===== src/rtl/mult_eval_sweeper_pkg.sv =====
// Shared definitions for the multiplier sweeper: FSM encodings and width helpers.
// Widths are derived from the operand width W so every accumulator is overflow-free.
package mult_eval_sweeper_pkg;

    localparam logic [1:0] ST_IDLE = 2'd0;
    localparam logic [1:0] ST_RUN  = 2'd1;
    localparam logic [1:0] ST_DONE = 2'd2;

    function automatic int err_w(input int w);
        return 2 * w + 1;
    endfunction

    function automatic int sum_w(input int w);
        return 4 * w + 1;
    endfunction

    function automatic int npairs(input int w);
        return 1 << (2 * w);
    endfunction

endpackage


===== src/rtl/mult_eval_sweeper_accum.sv =====
// Golden product, absolute error and the three error metrics for one operand pair per clock.
// i_clear has priority over i_en; metrics hold when neither is asserted.
module mult_eval_sweeper_accum
    import mult_eval_sweeper_pkg::*;
#(
    parameter int W  = 2,
    parameter int PW = 2 * W
) (
    input  logic                  clk,
    input  logic                  rst_n,
    input  logic                  i_clear,
    input  logic                  i_en,
    input  logic [W-1:0]          i_a,
    input  logic [W-1:0]          i_b,
    input  logic [PW-1:0]         i_p,
    output logic [err_w(W)-1:0]   o_err_count,
    output logic [PW-1:0]         o_max_err,
    output logic [sum_w(W)-1:0]   o_sum_abs_err
);

    localparam int ERRW = err_w(W);
    localparam int SUMW = sum_w(W);

    logic [PW-1:0]   w_golden;
    logic [PW-1:0]   w_diff;
    logic [ERRW-1:0] r_err_count;
    logic [PW-1:0]   r_max_err;
    logic [SUMW-1:0] r_sum_abs_err;

    assign w_golden = PW'(i_a) * PW'(i_b);
    // Unsigned magnitude of the error, never wraps.
    assign w_diff   = (i_p >= w_golden) ? (i_p - w_golden) : (w_golden - i_p);

    always_ff @(posedge clk or negedge rst_n) begin
        if (!rst_n) begin
            r_err_count   <= '0;
            r_max_err     <= '0;
            r_sum_abs_err <= '0;
        end else if (i_clear) begin
            r_err_count   <= '0;
            r_max_err     <= '0;
            r_sum_abs_err <= '0;
        end else if (i_en) begin
            r_err_count   <= r_err_count + ERRW'(w_diff != '0);
            r_sum_abs_err <= r_sum_abs_err + SUMW'(w_diff);
            if (w_diff > r_max_err) begin
                r_max_err <= w_diff;
            end
        end
    end

    assign o_err_count   = r_err_count;
    assign o_max_err     = r_max_err;
    assign o_sum_abs_err = r_sum_abs_err;

endmodule


===== src/rtl/mult_eval_sweeper.sv =====
// Exhaustive evaluator for a combinational candidate multiplier: presents every (A,B) pair,
// one per clock, and accumulates error metrics against the exact product.
module mult_eval_sweeper
    import mult_eval_sweeper_pkg::*;
#(
    parameter int W  = 2,
    parameter int PW = 2 * W
) (
    input  logic             clk,
    input  logic             rst_n,
    input  logic             start,
    input  logic             abort,
    output logic [W-1:0]     op_a,
    output logic [W-1:0]     op_b,
    input  logic [PW-1:0]    cand_p,
    output logic             busy,
    output logic             done,
    output logic [2*W:0]     err_count,
    output logic [PW-1:0]    max_err,
    output logic [4*W:0]     sum_abs_err,
    output logic             pass,
    output logic [1:0]       dbg_state
);

    logic [1:0]     r_state;
    logic [2*W-1:0] r_idx;
    logic           r_done;
    logic           w_start_ok;
    logic           w_abort_run;
    logic           w_last;
    logic           w_clear;
    logic           w_en;

    // start is honoured only outside RUN; abort only inside RUN, so neither can mask the other.
    assign w_start_ok  = start && ((r_state == ST_IDLE) || (r_state == ST_DONE));
    assign w_abort_run = abort && (r_state == ST_RUN);
    assign w_last      = (r_idx == {(2 * W){1'b1}});
    assign w_clear     = w_start_ok || w_abort_run;
    assign w_en        = (r_state == ST_RUN) && !abort;

    always_ff @(posedge clk or negedge rst_n) begin
        if (!rst_n) begin
            r_state <= ST_IDLE;
            r_idx   <= '0;
            r_done  <= 1'b0;
        end else begin
            r_done <= 1'b0;
            case (r_state)
                ST_IDLE: begin
                    if (w_start_ok) begin
                        r_state <= ST_RUN;
                        r_idx   <= '0;
                    end
                end
                ST_RUN: begin
                    if (abort) begin
                        r_state <= ST_IDLE;
                        r_idx   <= '0;
                    end else if (w_last) begin
                        r_state <= ST_DONE;
                        r_idx   <= '0;
                        r_done  <= 1'b1;
                    end else begin
                        r_idx <= r_idx + 1'b1;
                    end
                end
                ST_DONE: begin
                    if (w_start_ok) begin
                        r_state <= ST_RUN;
                        r_idx   <= '0;
                    end
                end
                default: begin
                    r_state <= ST_IDLE;
                    r_idx   <= '0;
                end
            endcase
        end
    end

    mult_eval_sweeper_accum #(
        .W  (W),
        .PW (PW)
    ) u_accum (
        .clk           (clk),
        .rst_n         (rst_n),
        .i_clear       (w_clear),
        .i_en          (w_en),
        .i_a           (op_a),
        .i_b           (op_b),
        .i_p           (cand_p),
        .o_err_count   (err_count),
        .o_max_err     (max_err),
        .o_sum_abs_err (sum_abs_err)
    );

    assign op_a      = r_idx[W-1:0];
    assign op_b      = r_idx[2*W-1:W];
    assign busy      = (r_state == ST_RUN);
    assign done      = r_done;
    // Metrics are frozen in DONE, so pass can be derived from them directly.
    assign pass      = (r_state == ST_DONE) && (err_count == '0);
    assign dbg_state = r_state;

endmodule


===== config.mk =====
export PLATFORM = sky130hd
export DESIGN_NAME = mult_eval_sweeper
export DESIGN_NICKNAME = d
export VERILOG_FILES = /design/src/rtl/mult_eval_sweeper_pkg.sv /design/src/rtl/mult_eval_sweeper_accum.sv /design/src/rtl/mult_eval_sweeper.sv
export SDC_FILE = /design/constraint.sdc
export NUM_CORES = 1
export LEC_CHECK = 0
export BUFFER_PORTS_ARGS = -buffer_cell sky130_fd_sc_hd__buf_2
export CAP_MARGIN = 25
export CORE_ASPECT_RATIO = 0.9
export CORE_MARGIN = 2
export CORE_UTILIZATION = 53
export CTS_BUF_LIST = sky130_fd_sc_hd__clkbuf_4
export CTS_CLUSTER_DIAMETER = 120
export DETAILED_ROUTE_END_ITERATION = 16
export PLACE_DENSITY_LB_ADDON = 0.08
export REMOVE_ABC_BUFFERS = 1
export SLEW_MARGIN = 30
export SYNTH_ARGS = -nofsm -noshare
export SYNTH_HDL_FRONTEND = slang
export SYNTH_HIERARCHICAL = 1
export SYNTH_SLANG_ARGS = --single-unit

===== constraint.sdc =====
create_clock -name clk -period 4.3 [get_ports clk]
set_clock_uncertainty 0.1 [all_clocks]
set_input_delay 0.645 -clock clk [delete_from_list [all_inputs] [get_ports clk]]
set_output_delay 0.645 -clock clk [all_outputs]
set_load 0.01 [all_outputs]

==> impl_metrics.toml <==
[status]
status = "completed"

[die]
core_um2 = 3114
io_pins = 35
die_area_um2 = 3809
dieWidth_um = 64.84
die-height_um = 58.75
initial_utilization = 0.5669
row_count = 19

[setup_path]
path_buf_inv = 1
crit_path_cell_trace = "and2_1 > ha_1 > ha_1 > ha_1 > nand2_1 > o21ai_0 > mux2i_1 > a2bb2oi_1 > inv_1 > ha_1 > nand4_1 > nand2_1 > a21oi_2 > mux2i_1 > nor2_1"
required_ps = 4390
crit_path_max_incr_delay_ps = 460
endpoint_kind = "register"
critical_path_class = "reg2reg"
critPathLaunchType = "register"
crit_fanout = 9
worstPathArrival_ps = 3870
critPathTopFamily = "adder cells"
crit_top_cell = "ha_1"
slowest_stage = "dfrtp_1"

[clock_tree]
cts_setup_buffers = 0
cts_tree = "done"
cts_root_buf = "clkbuf_4"
ctsHoldBuffers = 0
cts_buffer_depth = 2
cts_buffers = 3
worstSkewPairLatency_ps = 320
clock_sinks = 25
htreeDepth = 1
cts_resized = 0
path_clk_slew_ps = 130

[placement]
dp_hpwl_mm = 2.858
io_buffers = 34
gp_congestion = 0.8518
place_area_um2 = 1962
placed_cells = 257

[synth]
synth_enable_flop_cells = 0
synth.most_common_cell = "dfrtp_1"
ys_ff_latch = 25
yosysSeqAreaShare = 0.3544
syn_inst = 186
synth_area_per_cell_um2 = 9.492
yosys.area.top_type = "dfrtp_1"
synth_common_cells = "25 x dfrtp_1, 22 x nor2_1, 21 x ha_1"
synthDominantCellAreaShare = 0.3544
synthTopCellsByArea = "dfrtp_1 35%, ha_1 15%, mux2i_1 5.1%"
synthArstFlopShare = 1.000
synth_area_um2 = 1765
yosys_warnings = 6
ys_types = 43
synthFlopType = "dfrtp_1"

[drt]
wirelength_mm = 3.558
vias = 1456
wl_per_cell_um = 13.63
drt_iter0_drc = 98
ant_nets = 0
avgViaCountPerCell = 5.579
drcViolationCount = 0
detail_route.first_pass.iterations = 4

[pwr]
switching_share = 0.3483
p_switching_mw = 0.1964
sequentialPowerShare = 0.489
clock_power_share = 0.183
power.density_nw_per_um2 = 283.4
vdd_drop_max_uv = 198.7
total_leakage_power_nw = 1.045
p_comb_frac = 0.329
intPower_mw = 0.3675

[global_routing]
grt-ovfl-total = 0
grt_max_degree = 26
grt_most_used_layer = "met2"
use_met2 = 0.3505
grtUsageMet1 = 0.2985
use_met3 = 0.04015
antenna_found_initial = 0
grt_util_all_layers = 0.2118
grt_pass1_wl_mm = 6.320
grt_pass1_vias = 1377

[final_layout]
fin_cells = 261
postLayoutCoreUtil = 0.6388
nets = 252
syn2layout_area_growth_pct = 12.69
fin_area_um2 = 1989
layout-drive-gt1-share = 0.1963
antenna-diode-count = 0

[timing]
whs_ps = 182.7
finalCriticalPeriod_ps = 3779
period_share = 0.8788
final-hold-violation-count = 0
fin_setup_tns_ps = 0
setup_viol_count_final = 0
rsz0062_at_grt = "false"
relSlewSlack = 0.5810
tightest_slew_ps = 626.9
slew_violations = 0
timing.fmax_mhz = 264.6

[run]
cap_viol_max_count = 0

[worst_hold_path]
hp-class = "in2async"
cells in the final DEF (no fill, tap or decap), types with 4 or more instances in the layout:
cell type	Yosys	layout
ha_1	21	21
mux2i_1	9	9
nand2_1	13	13
dfrtp_1	25	25
o21ai_0	5	5
buf_2	3	34
nand3_1	4	4
xor2_1	8	8
inv_1	17	17
a21oi_1	7	7
nor2b_1	5	5
nor2_1	22	22
worst register-to-register path, cell delays in order, from the launching register on:
cell and delay, ps:
dfrtp_1 460, and2_1 180, ha_1 190, ha_1 290, ha_1 430, nand2_1 110, o21ai_0 240, mux2i_1 130
a2bb2oi_1 300, inv_1 110, ha_1 330, nand4_1 110, nand2_1 80, a21oi_2 290, mux2i_1 230, nor2_1 60
cell type report:
class	instances	area [um2]
clock buffers	3	22.52
clock inverters	1	5.005
fillers	284	1125
inverters	17	63.81
multi-input cells	138	1042
flip-flops and latches	25	625.6
well taps	42	52.55
repair buffers	35	177.7
path summary, 6_finish.rpt:
path                                                         to  slack (ps)                                  from  cells after the start
max reg2reg                    u_accum/o_max_err[1]$_DFFE_PN0P_         520                  r_idx[0]$_DFFE_PN0P_                     15
max in group asynchronous      u_accum/o_max_err[1]$_DFFE_PN0P_        3550                                 rst_n                      1
min                                        r_idx[3]$_DFFE_PN0P_         180                                 rst_n                      1
max                            u_accum/o_max_err[1]$_DFFE_PN0P_         520                  r_idx[0]$_DFFE_PN0P_                     15
min in group clk                       dbg_state[1]$_DFFE_PN0P_         460                                 start                      2
min reg2reg                u_accum/o_sum_abs_err[8]$_DFFE_PN0P_         470  u_accum/o_sum_abs_err[8]$_DFFE_PN0P_                      2
metrics by stage:
stage | power [mW] | setup slack [ps]
5_1_grt | 0.6067 | 87.38
2_1_floorplan | 0.4028 | 798.7
3_3_place_gp | 0.4569 | 699.0
4_1_cts | 0.5741 | 516.7
3_5_place_dp | 0.4667 | 564.4
6_report | 0.5639 | 521.0
flip-flops by register name (all words and copies together) (netlist names):
| name | flops |
|---|---|
| u_accum/o_sum_abs_err | 9 |
| u_accum/o_max_err | 4 |
| dbg_state | 2 |
| u_accum/o_err_count | 5 |
| r_idx | 4 |
| done | 1 |
layer usage:
layer  up-vias  wire length (um)
met1       685              1628
met3         2               235
met5         -                 0
met2        56              1687
met4         0                 6
li1        713                 -
power groups by stage:
stage	clock, mW	combinational (mW)	sequential, mW
floorplan	0	0.117	0.286
global route	0.115	0.212	0.280
finish	0.103	0.185	0.276
detailed placement	0	0.186	0.281
global placement	0	0.178	0.279
CTS	0.111	0.187	0.276
cells by family after synthesis:
group	count (synthesis)	synth area share
xor gates and xnor gates	10	0.04961
AOI/OAI and AO/OA	34	0.1339
DFF	25	0.3544
buffers and inverters	23	0.05527
adders and majority gates	24	0.1828
muxes	10	0.05741
and+or+nand+nor	60	0.1666
Power figures use the tool's default switching activity.
